**src/rtl/ctrl_pkg.sv**
```systemverilog
// ctrl_pkg: shared definitions for the pipelined control unit.
//   - RV32 opcode constants for the decoded instruction classes
//   - ALU-op encodings carried down the pipe
//   - EX-operand forwarding select encodings
//   - packed control bundle produced by decode and held in ID/EX
package ctrl_pkg;

    localparam logic [6:0] OP_R      = 7'b0110011;
    localparam logic [6:0] OP_I_ALU  = 7'b0010011;
    localparam logic [6:0] OP_LOAD   = 7'b0000011;
    localparam logic [6:0] OP_STORE  = 7'b0100011;
    localparam logic [6:0] OP_BRANCH = 7'b1100011;

    localparam logic [1:0] ALUOP_ADD    = 2'b00;  // address generation
    localparam logic [1:0] ALUOP_SUB    = 2'b01;  // branch compare
    localparam logic [1:0] ALUOP_RFUNCT = 2'b10;  // R-type, funct fields decide
    localparam logic [1:0] ALUOP_IFUNCT = 2'b11;  // I-type ALU, funct3 decides

    typedef enum logic [1:0] {
        FWD_RF  = 2'b00,  // operand from register file
        FWD_WB  = 2'b01,  // operand from MEM/WB result
        FWD_MEM = 2'b10   // operand from EX/MEM result
    } fwd_sel_e;

    typedef struct packed {
        logic       branch;
        logic       memread;
        logic       memwrite;
        logic       memtoreg;
        logic       alusrc;
        logic       regwrite;
        logic [1:0] aluop;
    } ctrl_bundle_t;

    localparam ctrl_bundle_t CTRL_BUBBLE = '0;

endpackage

```
**src/rtl/ctrl_decode.sv**
```systemverilog
// ctrl_decode: combinational ID-stage decoder.
//   inst_valid_i  IF/ID holds a real instruction
//   op_i          7-bit opcode
//   ctrl_o        control bundle (all zero for bubble / unknown opcode)
//   valid_o       instruction is a recognised, valid instruction
//   use_rs1_o     instruction reads rs1
//   use_rs2_o     instruction reads rs2
module ctrl_decode
    import ctrl_pkg::*;
(
    input  logic         inst_valid_i,
    input  logic [6:0]   op_i,
    output ctrl_bundle_t ctrl_o,
    output logic         valid_o,
    output logic         use_rs1_o,
    output logic         use_rs2_o
);

    always_comb begin
        ctrl_o    = CTRL_BUBBLE;
        valid_o   = 1'b0;
        use_rs1_o = 1'b0;
        use_rs2_o = 1'b0;
        if (inst_valid_i) begin
            case (op_i)
                OP_R: begin
                    ctrl_o.regwrite = 1'b1;
                    ctrl_o.aluop    = ALUOP_RFUNCT;
                    valid_o         = 1'b1;
                    use_rs1_o       = 1'b1;
                    use_rs2_o       = 1'b1;
                end
                OP_I_ALU: begin
                    ctrl_o.alusrc   = 1'b1;
                    ctrl_o.regwrite = 1'b1;
                    ctrl_o.aluop    = ALUOP_IFUNCT;
                    valid_o         = 1'b1;
                    use_rs1_o       = 1'b1;
                end
                OP_LOAD: begin
                    ctrl_o.memread  = 1'b1;
                    ctrl_o.memtoreg = 1'b1;
                    ctrl_o.alusrc   = 1'b1;
                    ctrl_o.regwrite = 1'b1;
                    ctrl_o.aluop    = ALUOP_ADD;
                    valid_o         = 1'b1;
                    use_rs1_o       = 1'b1;
                end
                OP_STORE: begin
                    ctrl_o.memwrite = 1'b1;
                    ctrl_o.alusrc   = 1'b1;
                    ctrl_o.aluop    = ALUOP_ADD;
                    valid_o         = 1'b1;
                    use_rs1_o       = 1'b1;
                    use_rs2_o       = 1'b1;
                end
                OP_BRANCH: begin
                    ctrl_o.branch   = 1'b1;
                    ctrl_o.aluop    = ALUOP_SUB;
                    valid_o         = 1'b1;
                    use_rs1_o       = 1'b1;
                    use_rs2_o       = 1'b1;
                end
                default: ;
            endcase
        end
    end

endmodule

```
**src/rtl/pipe_ctrl.sv**
```systemverilog
// pipe_ctrl: control path of the 5-stage RV32 pipeline.
// Decodes the ID instruction, carries its control through ID/EX, EX/MEM and
// MEM/WB, detects load-use hazards, applies branch flushes and produces the
// EX operand forwarding selects.
//   clk_i, rst_n_i            clock, async active-low reset
//   inst_valid_i, op_i        ID instruction valid / opcode
//   rs1_i, rs2_i, rd_i        ID register indices
//   branch_taken_i            EX branch resolved taken
//   stall_o, flush_o          hold PC+IF/ID / squash IF/ID
//   ex_*                      ID/EX control
//   fwd_a_o, fwd_b_o          EX operand forwarding selects
//   mem_*                     EX/MEM control
//   wb_*                      MEM/WB control and destination
module pipe_ctrl
    import ctrl_pkg::*;
#(
    parameter int unsigned REG_ADDR_W = 5,
    parameter int unsigned ALUOP_W    = 2
) (
    input  logic                  clk_i,
    input  logic                  rst_n_i,
    input  logic                  inst_valid_i,
    input  logic [6:0]            op_i,
    input  logic [REG_ADDR_W-1:0] rs1_i,
    input  logic [REG_ADDR_W-1:0] rs2_i,
    input  logic [REG_ADDR_W-1:0] rd_i,
    input  logic                  branch_taken_i,
    output logic                  stall_o,
    output logic                  flush_o,
    output logic                  ex_valid_o,
    output logic                  ex_branch_o,
    output logic                  ex_alusrc_o,
    output logic [ALUOP_W-1:0]    ex_aluop_o,
    output logic [1:0]            fwd_a_o,
    output logic [1:0]            fwd_b_o,
    output logic                  mem_memread_o,
    output logic                  mem_memwrite_o,
    output logic                  wb_regwrite_o,
    output logic                  wb_memtoreg_o,
    output logic [REG_ADDR_W-1:0] wb_rd_o
);

    ctrl_bundle_t id_ctrl;
    logic         id_valid;
    logic         id_use_rs1;
    logic         id_use_rs2;

    ctrl_decode u_decode (
        .inst_valid_i (inst_valid_i),
        .op_i         (op_i),
        .ctrl_o       (id_ctrl),
        .valid_o      (id_valid),
        .use_rs1_o    (id_use_rs1),
        .use_rs2_o    (id_use_rs2)
    );

    // ID/EX
    logic                  id_ex_valid;
    ctrl_bundle_t          id_ex_ctrl;
    logic [REG_ADDR_W-1:0] id_ex_rd;
    logic [REG_ADDR_W-1:0] id_ex_rs1;
    logic [REG_ADDR_W-1:0] id_ex_rs2;

    // EX/MEM
    logic                  ex_mem_memread;
    logic                  ex_mem_memwrite;
    logic                  ex_mem_regwrite;
    logic                  ex_mem_memtoreg;
    logic [REG_ADDR_W-1:0] ex_mem_rd;

    // MEM/WB
    logic                  mem_wb_regwrite;
    logic                  mem_wb_memtoreg;
    logic [REG_ADDR_W-1:0] mem_wb_rd;

    logic     load_use;
    logic     squash;
    fwd_sel_e fwd_a;
    fwd_sel_e fwd_b;

    // Forwarding select for one EX operand; the younger EX/MEM result wins.
    function automatic fwd_sel_e fwd_pick(
        input logic [REG_ADDR_W-1:0] src,
        input logic                  mem_wr,
        input logic [REG_ADDR_W-1:0] mem_rd,
        input logic                  wb_wr,
        input logic [REG_ADDR_W-1:0] wb_rd
    );
        fwd_sel_e sel;
        sel = FWD_RF;
        if (mem_wr && (mem_rd != '0) && (mem_rd == src)) begin
            sel = FWD_MEM;
        end else if (wb_wr && (wb_rd != '0) && (wb_rd == src)) begin
            sel = FWD_WB;
        end
        return sel;
    endfunction

    always_comb begin
        load_use = id_ex_valid && id_ex_ctrl.memread && (id_ex_rd != '0) &&
                   inst_valid_i &&
                   ((id_use_rs1 && (rs1_i == id_ex_rd)) ||
                    (id_use_rs2 && (rs2_i == id_ex_rd)));
        flush_o  = branch_taken_i;
        stall_o  = load_use && !branch_taken_i;
        squash   = stall_o || flush_o;
    end

    always_comb begin
        fwd_a = fwd_pick(id_ex_rs1, ex_mem_regwrite, ex_mem_rd, mem_wb_regwrite, mem_wb_rd);
        fwd_b = fwd_pick(id_ex_rs2, ex_mem_regwrite, ex_mem_rd, mem_wb_regwrite, mem_wb_rd);
    end

    // Source indices an instruction does not read, and rd of a non-instruction,
    // are stored as x0 so they can never match a forwarding or hazard compare.
    always_ff @(posedge clk_i or negedge rst_n_i) begin
        if (!rst_n_i) begin
            id_ex_valid <= 1'b0;
            id_ex_ctrl  <= CTRL_BUBBLE;
            id_ex_rd    <= '0;
            id_ex_rs1   <= '0;
            id_ex_rs2   <= '0;
        end else if (squash) begin
            id_ex_valid <= 1'b0;
            id_ex_ctrl  <= CTRL_BUBBLE;
            id_ex_rd    <= '0;
            id_ex_rs1   <= '0;
            id_ex_rs2   <= '0;
        end else begin
            id_ex_valid <= id_valid;
            id_ex_ctrl  <= id_ctrl;
            id_ex_rd    <= id_valid   ? rd_i  : '0;
            id_ex_rs1   <= id_use_rs1 ? rs1_i : '0;
            id_ex_rs2   <= id_use_rs2 ? rs2_i : '0;
        end
    end

    always_ff @(posedge clk_i or negedge rst_n_i) begin
        if (!rst_n_i) begin
            ex_mem_memread  <= 1'b0;
            ex_mem_memwrite <= 1'b0;
            ex_mem_regwrite <= 1'b0;
            ex_mem_memtoreg <= 1'b0;
            ex_mem_rd       <= '0;
            mem_wb_regwrite <= 1'b0;
            mem_wb_memtoreg <= 1'b0;
            mem_wb_rd       <= '0;
        end else begin
            ex_mem_memread  <= id_ex_ctrl.memread;
            ex_mem_memwrite <= id_ex_ctrl.memwrite;
            ex_mem_regwrite <= id_ex_ctrl.regwrite;
            ex_mem_memtoreg <= id_ex_ctrl.memtoreg;
            ex_mem_rd       <= id_ex_rd;
            mem_wb_regwrite <= ex_mem_regwrite;
            mem_wb_memtoreg <= ex_mem_memtoreg;
            mem_wb_rd       <= ex_mem_rd;
        end
    end

    always_comb begin
        ex_valid_o     = id_ex_valid;
        ex_branch_o    = id_ex_ctrl.branch;
        ex_alusrc_o    = id_ex_ctrl.alusrc;
        ex_aluop_o     = ALUOP_W'(id_ex_ctrl.aluop);
        fwd_a_o        = fwd_a;
        fwd_b_o        = fwd_b;
        mem_memread_o  = ex_mem_memread;
        mem_memwrite_o = ex_mem_memwrite;
        wb_regwrite_o  = mem_wb_regwrite;
        wb_memtoreg_o  = mem_wb_memtoreg;
        wb_rd_o        = mem_wb_rd;
    end

endmodule

```
**config.mk**
```make
export PLATFORM = sky130hd
export DESIGN_NAME = pipe_ctrl
export DESIGN_NICKNAME = d
export VERILOG_FILES = /design/src/rtl/ctrl_pkg.sv /design/src/rtl/ctrl_decode.sv /design/src/rtl/pipe_ctrl.sv
export SDC_FILE = /design/constraint.sdc
export NUM_CORES = 1
export LEC_CHECK = 0
export CAP_MARGIN = 40
export CELL_PAD_IN_SITES_DETAIL_PLACEMENT = 1
export CELL_PAD_IN_SITES_GLOBAL_PLACEMENT = 2
export CORE_MARGIN = 8
export CORE_UTILIZATION = 40
export DETAILED_ROUTE_END_ITERATION = 7
export DONT_BUFFER_PORTS = 1
export PLACE_DENSITY_LB_ADDON = 0.1
export SETUP_SLACK_MARGIN = 0.1
export SLEW_MARGIN = 0
export SYNTH_ARGS = -nofsm -noshare
export SYNTH_HDL_FRONTEND = slang
export SYNTH_SLANG_ARGS = --single-unit
```
**constraint.sdc**
```tcl
create_clock -name clk_i -period 2.1 [get_ports clk_i]
set_clock_uncertainty 0.1 [all_clocks]
set_input_delay 0.315 -clock clk_i [delete_from_list [all_inputs] [get_ports clk_i]]
set_output_delay 0.315 -clock clk_i [all_outputs]
set_load 0.05 [all_outputs]
```
# Yosys cells after proc, flatten, opt, wreduce, memory -nomap -nowiden
# Index checks and enable logic that the tools add are counted.
totals:
  regBits: 40
  out_inout_bits: 20
op_classes:
  eq_ne: 11
  n_mux: 23
  reduce_logical: 23
op_table:
  columns: ["cell", "count"]
  rows:
  - ["$eq A5 B5 Y1", 6]
  - ["$mux W5", 6]
  - ["$mux W8", 2]
  - ["$reduce_bool A5 Y1", 3]
  - ["$eq A7 B6 Y1 const B", 2]
  - ["$logic_and A1 B1 Y1", 13]
  - ["$mux W1", 12]
  - ["$reduce_or A3 Y1", 3]
  - ["$eq A7 B2 Y1 const B", 1]
  - ["$eq A7 B5 Y1 const B", 1]
  - ["$eq A7 B7 Y1 const B", 1]
  - ["$pmux W2 S3", 1]
  - ["$reduce_or A5 Y1", 1]
  - ["$mux W2", 2]
  - ["$logic_or A1 B1 Y1", 2]
  - ["$logic_not A1 Y1", 1]

# Longest topological paths before layout
logic_depth:
  depth_word: 10
  depth_mapped: 6
  ltp_nobuf: 5

# Cells and area by module
# A second synthesis with hierarchy kept.
hier_totals:
  hier_cells: 170
  area_unflattened_um2: 1874.3
by_module_without_submodules:
  columns: ["mod", "instances", "cells_per_inst", "area_each_um2", "seq_area_each_um2"]
  rows:
  - ["pipe_ctrl", 1, 150, 1704.1, 1001.0]
  - ["ctrl_decode", 1, 20, 170.2, 0.0]

# Worst setup path after synthesis
# No wires, ideal clock.
synth_timing:
  path_kind: "reg-to-output"
  startpoint: "reg ex_mem_rd[0]"
  endpoint: "out fwd_a_o[0]"
  required_ns: 1.685
  arrival_ns: 2.994
  setup_slack_ns: -1.309
  n_path_buf: 0
  path_stages_with_launch: 5
  path_cell_list: "dfrtp_1 > xnor2_1 > nand3_1 > nor4_1 > nor4_1"
synth_between:
  elab_chain_cells: 4
  word_cells_on_any_way: 5
synth_lines:
  columns: ["item", "line", "text"]
  rows:
  - ["start: declaration", "pipe_ctrl.sv:69", "logic [REG_ADDR_W-1:0] ex_mem_rd;"]
  - ["start signal: assignment", "pipe_ctrl.sv:153", "ex_mem_rd <= id_ex_rd;"]
  - ["$reduce_bool A5 Y1", "pipe_ctrl.sv:91", "if (mem_wr && (mem_rd != '0) && (mem_rd == src)) begin"]
  - ["$logic_and A1 B1 Y1", "pipe_ctrl.sv:91", null]
  - ["$logic_and A1 B1 Y1 (*)", "pipe_ctrl.sv:91", null]
  - ["$mux W2 (*)", "pipe_ctrl.sv:91", null]
  - ["end: declaration", "pipe_ctrl.sv:34", "output logic [1:0] fwd_a_o,"]
# Mark *: on every way between the ends. The rest lies on a longest branch, timed or not.

# Worst setup path in the final report
layout_timing:
  startpoint: "reg ex_mem_rd[1]"
  endpoint: "out fwd_b_o[0]"
layout_between:
  elab_chain_cells: 4
  word_cells_on_any_way: 5
layout_lines:
  columns: ["item", "line", "text"]
  rows:
  - ["$reduce_bool A5 Y1", "pipe_ctrl.sv:91", null]
  - ["$logic_and A1 B1 Y1", "pipe_ctrl.sv:91", null]
  - ["$logic_and A1 B1 Y1 (*)", "pipe_ctrl.sv:91", null]
  - ["$mux W2 (*)", "pipe_ctrl.sv:91", null]
  - ["end: declaration", "pipe_ctrl.sv:35", "output logic [1:0] fwd_b_o,"]
# Marked as above.

==> impl_summary.txt <==
----------------------------------------------------
[Status]
  Outcome ... finished with violations
  Violations in the final reports ... negative setup slack

[Final layout]
  Number of inserted filler cells in the final layout ... roughly 420
  Count of antenna diodes in the layout ... 0
  Final core utilization ... 57.2%
  Area Overhead vs Synth ... 36.6%
  Total number of nets in the final design ... ~190
  Fraction of layout instances using a drive strength above 1 ... 42.9%

[Synth]
  Post-synthesis instance area ... 1690 sq um
  Mean instance size in the synthesized netlist ... 12.8 sq um
  Cells after synthesis ... 132
  Cell with the most instances after synthesis ... sky130_fd_sc_hd__dfrtp_1
  Synth area leaders ... sky130_fd_sc_hd__dfrtp_1 (56%), sky130_fd_sc_hd__xor2_1 (8.8%), sky130_fd_sc_hd__xnor2_1 (6.8%)
  Number of library cell types mapped by synthesis ... 32
  Share of synthesized area occupied by flip-flops and latches ... 56.4%
  Count of warnings emitted by yosys ... 0
  Cell taking the most area after synthesis ... sky130_fd_sc_hd__dfrtp_1
  Most common flop cell mapped by yosys ... sky130_fd_sc_hd__dfrtp_1
  Net count after synthesis ... roughly 160
  List of most frequent post-synthesis cells ... sky130_fd_sc_hd__dfrtp_1 (38), sky130_fd_sc_hd__xor2_1 (17), sky130_fd_sc_hd__xnor2_1 (13)
  Post-synth EDFFs ... 0
  Area fraction of the dominant cell type after synthesis ... 56.4%
  Synthesized flop and latch total ... 38
  Ys async rst share ... 100%

[Place]
  Routability congestion estimate from global placement ... ~0.74
  Count of input and output buffers ... 0
  Post-detail-place hpwl ... 3.21 mm
  Placement Setup Slack ... -30.0 ps

[CTS]
  CTS Buf Count ... 5
  Maximum count of clock buffers along a single path ... 2
  Clk Latency, worst-skew pair ... a little under 300 ps
  CTS clock-pin slew for the worst setup and hold paths ... 70 ps
  Cell at the root of the clock tree ... sky130_fd_sc_hd__clkbuf_8
  TritonCTS clock tree ... yes
  Clock H-tree levels ... 2
  Clock Sinks ... 38

[Global route]
  Global route overflow ... 0
  Global-route usage over all layers ... 13.6%
  Vias in the first global route ... 1,334
  Maximum number of pins on one net before global-route repair ... 39
  Wire length of the first global-routing pass ... between 6 and 7 mm
  Number of antenna violations at the first check in global routing ... 0

[STA]
  Period utilisation layout ... 114%
  Final number of max-transition violations ... 0
  Post-layout worst setup margin ... -302 ps
  RSZ-0062 raised after global routing ... yes
  Time the final worst path needs with I/O delays and setup ... 2400 ps
  Fmax achieved ... about 420 MHz
  Slew at the pin closest to its max-slew limit ... between 500 and 600 ps
  Slew margin rel. ... 65.3%
  Number of hold violations in the final report ... 0
  Number of endpoints failing setup at the final stage ... 5

[Power]
  Peak supply drop ... 0.000414 V
  Power, Total ... 1.33 mW
  Pleak ... 1.13 nW
  Power density cells ... 575 nW/um^2

[Route]
  Wire length per cell ... ~19 um
  Length of the first detailed-routing pass in iterations ... 2
  Mean number of vias per cell ... 5.28
  Via Count ... around 1,200
  Remaining design rule violation count ... 0
  Violation count after the first detailed-route iteration ... 26
  Antenna violation net count after detailed routing ... 0
  Detailed-route wire length ... 4.24 mm

[Critical path]
  Sort of element at the start of the critical path ... register
  Crit path max fanout ... 2
  Data required time at the worst endpoint ... 1680 ps
  Worst setup path class ... register to output pin
  Endpoint type of the worst setup path ... output pin
  Critical Path AT ... 1990 ps

[Die]
  Die Y ... just over 80 um
  Cell row count ... 23
  Floorplan die width ... 80.9 um
  Placeable core region ... 4030 sq um
  Top-Level Pins ... 46
  Starting density of the core ... 41.9%
  Die footprint ... between 6000 and 7000 sq um

[Min path]
  Path type of the worst min-delay path ... primary input to register

[Run]
  Maximum Capacitance Violations ... 0

----------------------------------------------------
## worst max-delay path, stage by stage, from the launching register on
cell	delay (ps)
sky130_fd_sc_hd__dfrtp_1	380
sky130_fd_sc_hd__or4_4	550
sky130_fd_sc_hd__o21ai_4	200
sky130_fd_sc_hd__nor4_4	70
sky130_fd_sc_hd__nor4_4	320
sky130_fd_sc_hd__buf_12	180
## final cells by class
cell class                 instances  area [sq um]  area share (%)
sequential                        38           961            41.7
multi-input combinational         89           863            37.5
timing repair buffer              32           318            13.8
clock buffer                       6          82.6            3.59
tap                               50          62.6            2.72
clock inverter                     2          12.5           0.543
inverter                           1          3.75           0.163
## stage by stage
stage / area (sq um) / setup TNS [ps] / hold slack, ps / std cells
detailed placement: 1990 / -30.0 / -79.9 / 196
finish: 2300 / -901 / 58.5 / 218
CTS: 2230 / -820 / 0.627 / 215
global route: 2300 / -1350 / 54.5 / 218
floorplan: 1790 / -563 / -80.6 / 132
global placement: 1990 / 0 / -79.7 / 196
## metal layers
metal | share of wire [%] | track usage (%) | vias to the layer above
met1 | 36 | 13.6 | 565
met2 | 52 | 23.5 | 38
li1 | - | - | 539
met4 | 2.9 | 7.50 | 0
met3 | 8.3 | 5.63 | 9
met5 | 0 | 0 | -
## final timing paths
path / startpoint / to / slack, ps / cells after the start
setup / recovery: ex_mem_rd[1] / fwd_b_o[0] / -300 / 5
hold / removal: op_i[6] / ex_branch_o / 60 / 2
setup reg to reg: id_ex_rd[2] / id_ex_ctrl[5] / 210 / 5
hold reg to reg: id_ex_ctrl[2] / ex_mem_regwrite / 250 / 0
max in group asynchronous: rst_n_i / id_ex_rd[2] / 1310 / 2
min in group asynchronous: rst_n_i / mem_memread_o / 380 / 2
## flip-flops by register name (all words and copies together) (netlist names)
signal and cells:
id_ex_rs1 5, id_ex_rd 5, wb_memtoreg_o 1, ex_branch_o 1, id_ex_rs2 5, ex_mem_rd 5, wb_rd_o 5, mem_memread_o 1
ex_aluop_o 2, ex_mem_regwrite 1, ex_valid_o 1, id_ex_ctrl 3, mem_memwrite_o 1, ex_alusrc_o 1, wb_regwrite_o 1
## report_power, final
group	switching [mW]	leakage [nW]	internal [mW]	total, mW
Combinational	0.0374	0.570	0.0280	0.0654
Sequential	0.00381	0.517	0.734	0.738
Clock	0.259	0.0472	0.264	0.522
## timing repair
action / CTS / global route
hold buffers: 5 / 1
setup endpoints to repair: 5 / 5
gates resized for setup: 11 / 7
hold endpoints to repair: 41 / 1
buffers inserted: 7 / 4
pin swaps: 8 / 6
## cell usage in the layout, fill, tap and decap left out, types with 2 or more instances in the layout
master                           n
sky130_fd_sc_hd__buf_4          20
sky130_fd_sc_hd__or4_4           4
sky130_fd_sc_hd__clkbuf_8        6
sky130_fd_sc_hd__xnor2_2         2
sky130_fd_sc_hd__nor4_4          4
sky130_fd_sc_hd__or4_1           2
sky130_fd_sc_hd__dlygate4sd3_1   5
sky130_fd_sc_hd__nand3_1         4
sky130_fd_sc_hd__and3_1         10
sky130_fd_sc_hd__dfrtp_2         8
sky130_fd_sc_hd__and4_1          5
sky130_fd_sc_hd__nor2_1          4
sky130_fd_sc_hd__nor3_4          3
sky130_fd_sc_hd__buf_12          4
sky130_fd_sc_hd__xor2_1         15
sky130_fd_sc_hd__buf_6           2
sky130_fd_sc_hd__dfrtp_1        30
sky130_fd_sc_hd__xnor2_1        11
sky130_fd_sc_hd__nand2_1         3
## cell families (layout without fill, tap and decap cells)
group                  count (synthesis)  in the layout  share of synthesized area, %
XOR/XNOR                              30             30                          15.6
AO/OA/AOI/OAI                         10             10                          6.16
buffers and inverters                  5             41                          2.23
flip-flops                            38             38                          56.4
AND/OR/NAND/NOR                       49             49                          19.7
Note: power is estimated with default switching activity, not from simulation.
